**src/rtl/priority_pkg.sv**
```systemverilog
// Shared code/one-hot types and constants for the priority encoder/decoder pair.
// Code 2'b00 names the highest-priority request line (bit 3), 2'b11 the lowest (bit 0).
package priority_pkg;

  typedef logic [1:0] code_t;
  typedef logic [3:0] onehot_t;

  localparam code_t CODE_B0 = 2'b11;
  localparam code_t CODE_B1 = 2'b10;
  localparam code_t CODE_B2 = 2'b01;
  localparam code_t CODE_B3 = 2'b00;

  localparam onehot_t OH_B0 = 4'b0001;
  localparam onehot_t OH_B1 = 4'b0010;
  localparam onehot_t OH_B2 = 4'b0100;
  localparam onehot_t OH_B3 = 4'b1000;

  typedef enum logic [1:0] {
    ST_EMPTY   = 2'd0,
    ST_PARTIAL = 2'd1,
    ST_FULL    = 2'd2
  } occ_state_t;

  function automatic onehot_t decode_code(input code_t code);
    onehot_t oh;
    oh = OH_B3;
    case (code)
      CODE_B0: oh = OH_B0;
      CODE_B1: oh = OH_B1;
      CODE_B2: oh = OH_B2;
      default: oh = OH_B3;
    endcase
    return oh;
  endfunction

  // Encoder side: the highest set bit wins; an all-zero request maps to CODE_B0.
  function automatic code_t encode_onehot(input onehot_t req);
    code_t code;
    code = CODE_B0;
    if (req[3])      code = CODE_B3;
    else if (req[2]) code = CODE_B2;
    else if (req[1]) code = CODE_B1;
    return code;
  endfunction

endpackage

```
**src/rtl/priority_dec_if.sv**
```systemverilog
// Code-in / one-hot-out handshake bundle plus occupancy and delivery-count status.
interface priority_dec_if #(
  parameter int DEPTH = 4,
  parameter int CNT_W = 8
);
  import priority_pkg::*;

  localparam int LVL_W = $clog2(DEPTH) + 1;

  code_t              Y;
  logic               valid;
  logic               ready;
  onehot_t            D;
  logic               d_valid;
  logic               d_ready;
  logic [LVL_W-1:0]   level;
  logic [CNT_W-1:0]   count;

  modport master (
    output Y, valid, d_ready,
    input  ready, D, d_valid, level, count
  );

  modport slave (
    input  Y, valid, d_ready,
    output ready, D, d_valid, level, count
  );

endinterface

```
**src/rtl/priority_dec_code_fifo.sv**
```systemverilog
// Power-of-two circular queue of 2-bit codes; the caller guarantees push only when
// not full and pop only when not empty.
module code_fifo
  import priority_pkg::*;
#(
  parameter int DEPTH = 4
) (
  input  logic                     clk,
  input  logic                     rst,
  input  logic                     push,
  input  code_t                    wr_data,
  input  logic                     pop,
  output code_t                    rd_data,
  output logic [$clog2(DEPTH):0]   level
);

  localparam int PTR_W = $clog2(DEPTH);

  code_t            mem [DEPTH];
  logic [PTR_W-1:0] wr_ptr_reg;
  logic [PTR_W-1:0] rd_ptr_reg;
  logic [PTR_W:0]   level_reg;

  // Storage carries no reset; stale contents are unreachable once the pointers clear.
  always_ff @(posedge clk) begin
    if (push) begin
      mem[wr_ptr_reg] <= wr_data;
    end
  end

  always_ff @(posedge clk or negedge rst) begin
    if (!rst) begin
      wr_ptr_reg <= '0;
      rd_ptr_reg <= '0;
      level_reg  <= '0;
    end else begin
      if (push) begin
        wr_ptr_reg <= wr_ptr_reg + 1'b1;
      end
      if (pop) begin
        rd_ptr_reg <= rd_ptr_reg + 1'b1;
      end
      case ({push, pop})
        2'b10:   level_reg <= level_reg + 1'b1;
        2'b01:   level_reg <= level_reg - 1'b1;
        default: level_reg <= level_reg;
      endcase
    end
  end

  assign rd_data = mem[rd_ptr_reg];
  assign level   = level_reg;

endmodule

```
**src/rtl/priority_dec.sv**
```systemverilog
// Queued priority-code decoder: accepts 2-bit codes, delivers one-hot words in
// arrival order one cycle later at the earliest, and counts delivered words.
module priority_dec
  import priority_pkg::*;
#(
  parameter int DEPTH = 4,
  parameter int CNT_W = 8
) (
  input  logic              clk,
  input  logic              rst,
  priority_dec_if.slave     bus
);

  localparam int LVL_W = $clog2(DEPTH) + 1;
  localparam logic [LVL_W-1:0] LVL_ONE       = LVL_W'(1);
  localparam logic [LVL_W-1:0] LVL_FULL_M1   = LVL_W'(DEPTH - 1);

  occ_state_t        st_reg;
  occ_state_t        st_next;
  logic              ready_reg;
  logic [CNT_W-1:0]  count_reg;
  logic [LVL_W-1:0]  fifo_level;
  code_t             head_code;
  logic              out_valid;
  logic              push;
  logic              pop;

  assign out_valid = (st_reg != ST_EMPTY);
  assign push      = bus.valid & ready_reg;
  assign pop       = out_valid & bus.d_ready;

  code_fifo #(
    .DEPTH   (DEPTH)
  ) u_fifo (
    .clk     (clk),
    .rst     (rst),
    .push    (push),
    .wr_data (bus.Y),
    .pop     (pop),
    .rd_data (head_code),
    .level   (fifo_level)
  );

  // ready is registered from the next state so d_ready never reaches it combinationally;
  // it also stays low through reset and rises on the first edge after release.
  always_ff @(posedge clk or negedge rst) begin
    if (!rst) begin
      st_reg    <= ST_EMPTY;
      ready_reg <= 1'b0;
    end else begin
      st_reg    <= st_next;
      ready_reg <= (st_next != ST_FULL);
    end
  end

  always_comb begin
    st_next = st_reg;
    case (st_reg)
      ST_EMPTY: begin
        if (push) st_next = ST_PARTIAL;
      end
      ST_PARTIAL: begin
        if (push && !pop && fifo_level == LVL_FULL_M1) begin
          st_next = ST_FULL;
        end else if (pop && !push && fifo_level == LVL_ONE) begin
          st_next = ST_EMPTY;
        end
      end
      ST_FULL: begin
        if (pop) st_next = ST_PARTIAL;
      end
      default: st_next = ST_EMPTY;
    endcase
  end

  always_ff @(posedge clk or negedge rst) begin
    if (!rst) begin
      count_reg <= '0;
    end else if (pop) begin
      count_reg <= count_reg + 1'b1;
    end
  end

  assign bus.ready   = ready_reg;
  assign bus.d_valid = out_valid;
  assign bus.D       = out_valid ? decode_code(head_code) : '0;
  assign bus.level   = fifo_level;
  assign bus.count   = count_reg;

endmodule

```
**src/flat_wrapper.sv**
```systemverilog
// flat-port wrapper written by rule: the top's interface ports become plain ports
module priority_dec_flat import priority_pkg::*;
#(
  parameter int DEPTH = 4,
  parameter int CNT_W = 8
)
  (clk, rst, bus_Y, bus_valid, bus_d_ready, bus_ready, bus_D, bus_d_valid, bus_level, bus_count);
  priority_dec_if #(.DEPTH(DEPTH), .CNT_W(CNT_W)) bus_i ();
  input  logic clk;
  input  logic rst;
  input wire logic [$bits(bus_i.Y)-1:0] bus_Y;
  input wire logic [$bits(bus_i.valid)-1:0] bus_valid;
  input wire logic [$bits(bus_i.d_ready)-1:0] bus_d_ready;
  output wire logic [$bits(bus_i.ready)-1:0] bus_ready;
  output wire logic [$bits(bus_i.D)-1:0] bus_D;
  output wire logic [$bits(bus_i.d_valid)-1:0] bus_d_valid;
  output wire logic [$bits(bus_i.level)-1:0] bus_level;
  output wire logic [$bits(bus_i.count)-1:0] bus_count;
  assign bus_i.Y = bus_Y;
  assign bus_i.valid = bus_valid;
  assign bus_i.d_ready = bus_d_ready;
  assign bus_ready = bus_i.ready;
  assign bus_D = bus_i.D;
  assign bus_d_valid = bus_i.d_valid;
  assign bus_level = bus_i.level;
  assign bus_count = bus_i.count;
  priority_dec #(.DEPTH(DEPTH), .CNT_W(CNT_W)) u_core (.clk(clk), .rst(rst), .bus(bus_i));
endmodule
```
**config.mk**
```make
export PLATFORM = sky130hd
export DESIGN_NAME = priority_dec_flat
export DESIGN_NICKNAME = d
export VERILOG_FILES = /design/src/rtl/priority_pkg.sv /design/src/rtl/priority_dec_if.sv /design/src/rtl/priority_dec_code_fifo.sv /design/src/rtl/priority_dec.sv /design/src/flat_wrapper.sv
export SDC_FILE = /design/constraint.sdc
export NUM_CORES = 1
export LEC_CHECK = 0
export CAP_MARGIN = 20
export CORE_MARGIN = 4
export CORE_UTILIZATION = 37
export CTS_CLUSTER_DIAMETER = 200
export DETAILED_ROUTE_END_ITERATION = 16
export PLACE_DENSITY = 0.58
export SETUP_SLACK_MARGIN = 0.02
export SLEW_MARGIN = 10
export SYNTH_ARGS = -nofsm -noshare
export SYNTH_HDL_FRONTEND = slang
export SYNTH_SLANG_ARGS = --single-unit
```
**constraint.sdc**
```tcl
create_clock -name clk -period 1.85 [get_ports clk]
set_input_delay 0.2775 -clock clk [delete_from_list [all_inputs] [get_ports clk]]
set_output_delay 0.2775 -clock clk [all_outputs]
set_load 0.01 [all_outputs]
```
[Word level (Yosys, flattened, before mapping)]
Memory sizes are Yosys's and may differ from the RTL's.
Cells that the tools add are included.
Cells by class
  multiplexer cells: 10
  reduce and logical (&&, ||, !) cells: 9
  equal/unequal tests: 10
  $add $sub $neg: 5
  bitwise operators: 2
Operator list (number)
  4-bit one-hot mux with 3 select lines: 1
  8-bit by 1-bit adder with 8-bit output, second input constant: 1
  2-bit equality test, second input constant: 4
  2-bit two-way mux: 4
  2-bit by 1-bit equality test with 1-bit output, second input constant: 3
  2-bit one-hot mux with 3 select lines: 1
  3-bit one-hot mux with 2 select lines: 1
  2-bit by 1-bit adder with 2-bit output, second input constant: 2
  1-bit logical AND: 4
  4-bit two-way mux: 1
  2-bit nonzero test: 2
  3-bit by 1-bit adder with 3-bit output, second input constant: 1
  3-bit by 1-bit equality test with 1-bit output, second input constant: 1
  3-bit by 2-bit equality test with 1-bit output, second input constant: 1
  3-bit by 1-bit subtractor with 3-bit output, second input constant: 1
  1-bit bitwise AND: 2
  1-bit logical NOT: 2
  2-bit logical NOT: 1
  1-bit two-way mux: 2
  2-bit != test, second input constant: 1
Storage, ports and cells
  bits of input ports: 6
  memory bits (writable): 8
  logic and storage cells: 43
  output and inout bits: 17
  register bits after elaboration: 18
  memories kept: 1
Memory list
  u_core.u_fifo.mem: depth 4, width 2, rd ports 1, clocked after Yosys merged registers in 0, write ports 1, line priority_dec_code_fifo.sv:19  | code_t mem [DEPTH];

[Depth between registers and ports, before layout]
  depth after elaboration: 8
  gate-level depth with buffers: 6

[Hierarchy]
A second synthesis with hierarchy kept.
Second synthesis, totals
  cells, all modules: 96
  area, all modules: 1227.4 µm²
Modules (own cells, without submodules)
  code_fifo: sequential area each 415.4 µm², times used 1, cells each 44, area each 676.9 µm²
  priority_dec: sequential area each 275.3 µm², times used 1, cells each 52, area each 550.5 µm²

[Worst setup path after synthesis]
No wires, ideal clock.
  kind: register -> output
  from: reg u_core.u_fifo.rd_ptr_reg[0]
  to: out bus_D[3]
  arrival: 1.198 ns
  setup slack: 0.375 ns
  cell stages (with the launch flop): 3
  data required time: 1.572 ns
  cells stage by stage: dfrtp_1 -> mux4_2 -> nor3_2
Between the ends
  longest elaborated chain between the ends: 4
  elaborated cells on any way between the ends: 6
Ends and longest elaborated chain
  start, declared: line priority_dec_code_fifo.sv:21  | logic [PTR_W-1:0] rd_ptr_reg;
  start signal, assigned: line priority_dec_code_fifo.sv:41  | rd_ptr_reg <= rd_ptr_reg + 1'b1;
  memory read 4 x 2 bit *
  2-bit by 1-bit equality test with 1-bit output / 2-bit equality test (equally long branches): line priority_pkg.sv:27  | case (code)
  4-bit one-hot mux with 3 select lines *: line priority_pkg.sv:27
  4-bit two-way mux *: line priority_dec.sv:86  | assign bus.D = out_valid ? decode_code(head_code) : '0;
  end, declared: line flat_wrapper.sv:15  | output wire logic [$bits(bus_i.D)-1:0] bus_D;
Mark *: on every way between the ends. The rest lies on a longest branch, timed or not.

[Worst setup path after layout]
Same ends and word-level chain as after synthesis.

==> run summary <==
Cells after Synth: 104
DRT Pass-1 Iters: 4
fin crit share: 106.2%
RD Place Congestion: 0.6784
Most used DFF post-synth: dfrtp_1
worst-skew pair later-pin latency: 0.30 ns
P_leak: 0.7395 nW
DRC violations left: 0
CP Capture Type: primary output
ANT cells: 0
Commonest cells post-synth: dfrtp_1, ha_1, inv_1, nand2_1, xnor2_1
I/O pin count: 23
crit path launch: u_core.u_fifo.rd_ptr_reg[0]
YS warnings: 0
max cap viols: 0
final wirelength: 2.158 mm
peak supply drop: 0.5585 mV
fill count: 299
power per cell area: 1487 mW/mm^2
initial core utilization: 39.68%
largest net degree at the start of global routing: 19
CTS Buffer Depth: 2
Startpoint Class: flip-flop
ANT nets after route: 0
Crit Path Max Fanout: 3
die height: 66.15 microns
IO Port Bufs: 22
final clock skew: 0.002870 ns
vias in the first global route: 811
Post-synth EDFFs: 8
Post-Syn Nets: 121
minimum clock period: 1.965 ns
drt wl/cell: 11.79 microns
CTS buffer count: 3
Cell Area, Synth: 0.001251 sq mm
CP cell instances: mux4_2 -> buf_6 -> nor3_2 -> buf_2
Tot Pwr: 2.397 mW
DR vias: 845
Synth cell types: 26
Area Overhead vs Synth: 28.80%
area leader, netlist: dfrtp_1
reg2reg start: u_core.bus.ready
row count: 20
post-layout util: 51.11%
Fmax: 508.9 MHz
slowest stage delay, CP: 0.54 ns
WP data arrival: 1.69 ns
H-tree depth: 1
initial antenna violation count: 0
CP Class: reg2out
share of cells above drive strength 1: 17.27%
most common cell in the netlist: dfrtp_1
clock sink count: 26
RSZ-0062 raised after global routing: yes
Yosys top cell area share: 36.00%
GRT Util Overall: 10.90%
ranking of synthesized cells by area: dfrtp_1, edfxtp_1, ha_1
fin. max-slew vios: 0
half-perimeter wire length after placement: 1.652 mm
outcome: finished with violations
worst slew pin tran: 0.2413 ns
clock-pin slew on the worst setup and hold paths: 0.13 ns
worst hold path type: in2async
Slew HR: 83.91%
vias per cell: 4.617
Critical-path top delay cell: mux4_2
mean post-synth cell area: 12.03 sq um
core area: 0.003153 sq mm
Seq/Total Area, Yosys: 55.20%
Final setup viols: 4
R2R setup slack: 0.46 ns
first-pass GRT wire length: 3.684 mm
die width: 66.15 microns
Root Buffer: clkbuf_4
total congestion overflow: 0
final hold vios: 0
initial DRC count: 19
violated checks: negative setup slack
#FFs+latches synth: 26
Final WS setup: -0.1149 ns
ys async rst share: 69.23%
final net count: 157
Die ar.: 0.004376 sq mm
WP data required: 1.57 ns
CTS tree: done
[power breakdown]
part           internal, mW  switching [mW]  total, mW
clock network        0.0841           0.150      0.234
logic                 0.655           0.508       1.16
registers             0.794           0.205      0.999
total                  1.53           0.864       2.40
[critical path, delay by kind of cell (launching register included)]
kind,cells,cell delay (ns)
muxes,1,0.54
DFF,1,0.43
buffers and inverters,2,0.29
and+or+nand+nor,1,0.13
[routing by layer]
metal	vias up	share of wire, %	track usage [%]
met5	-	0	0
met4	0	0.70	3.807
met3	2	4.0	2.211
met2	12	51	17.97
met1	400	45	14.13
li1	431	-	-
[final cells by class]
class	instances	area, sq um	area share (%)
multi-input combinational	67	521.8	32.38
clock buffer	4	26.28	1.630
tap	44	55.05	3.416
timing repair buffer	31	274.0	17.00
sequential	26	693.2	43.01
inverter	11	41.29	2.562
[cells in the final DEF (no fill, tap or decap), types with 3 or more instances in the layout]
| master | count |
|---|---|
| clkdlybuf4s50_1 | 17 |
| dfrtp_1 | 16 |
| ha_1 | 11 |
| inv_1 | 10 |
| nand2_1 | 10 |
| xnor2_1 | 9 |
| buf_4 | 8 |
| edfxtp_1 | 8 |
| and3_1 | 6 |
| nor2_1 | 4 |
| buf_2 | 4 |
| nand4_1 | 3 |
| xor2_1 | 3 |
| clkbuf_4 | 3 |
[final timing paths]
path / end / depth (start not counted)
max in group asynchronous: u_core.st_reg[0] / 2
hold / removal: u_core.u_fifo.wr_ptr_reg[0] / 2
setup / recovery: bus_D[3] / 4
setup reg to reg: u_core.u_fifo.level[2] / 5
min in group clk: u_core.bus.count[7] / 1
hold reg to reg: u_core.bus.count[7] / 1
[timing repair]
| action | CTS | global route |
|---|---|---|
| hold buffers | 0 | 0 |
| setup endpoints to repair | 5 | 5 |
| gates cloned | 0 | 0 |
| pin swaps | 1 | 0 |
| gates resized for setup | 18 | 3 |
| setup buffers | 3 | 1 |
| endpoints found under the hold margin | 0 | 0 |
[per-stage QoR]
step | area, sq um | setup WS (ns) | hold slack, ns | cells | TNS [ns]
2_1_floorplan | 1251 | 0.3746 | -0.01809 | 104 | 0
3_3_place_gp | 1564 | -0.07030 | 0.4558 | 175 | -0.1189
3_5_place_dp | 1564 | -0.09335 | 0.4630 | 175 | -0.2223
4_1_cts | 1599 | -0.1306 | 0.2886 | 182 | -0.4050
5_1_grt | 1612 | -0.2322 | 0.3023 | 183 | -0.7609
6_report | 1612 | -0.1149 | 0.2937 | 183 | -0.3381
[cell families (layout without fill, tap and decap cells)]
kind of cell	after synthesis	in the layout	synth area share, %
buf+inv	11	46	3.300
flops	26	26	55.20
mux	2	2	3.600
xor+xnor	12	12	8.401
simple gates	32	32	13.20
compound gates	10	10	5.301
fa+ha+maj	11	11	11.00
(Power assumes the default switching activity.)
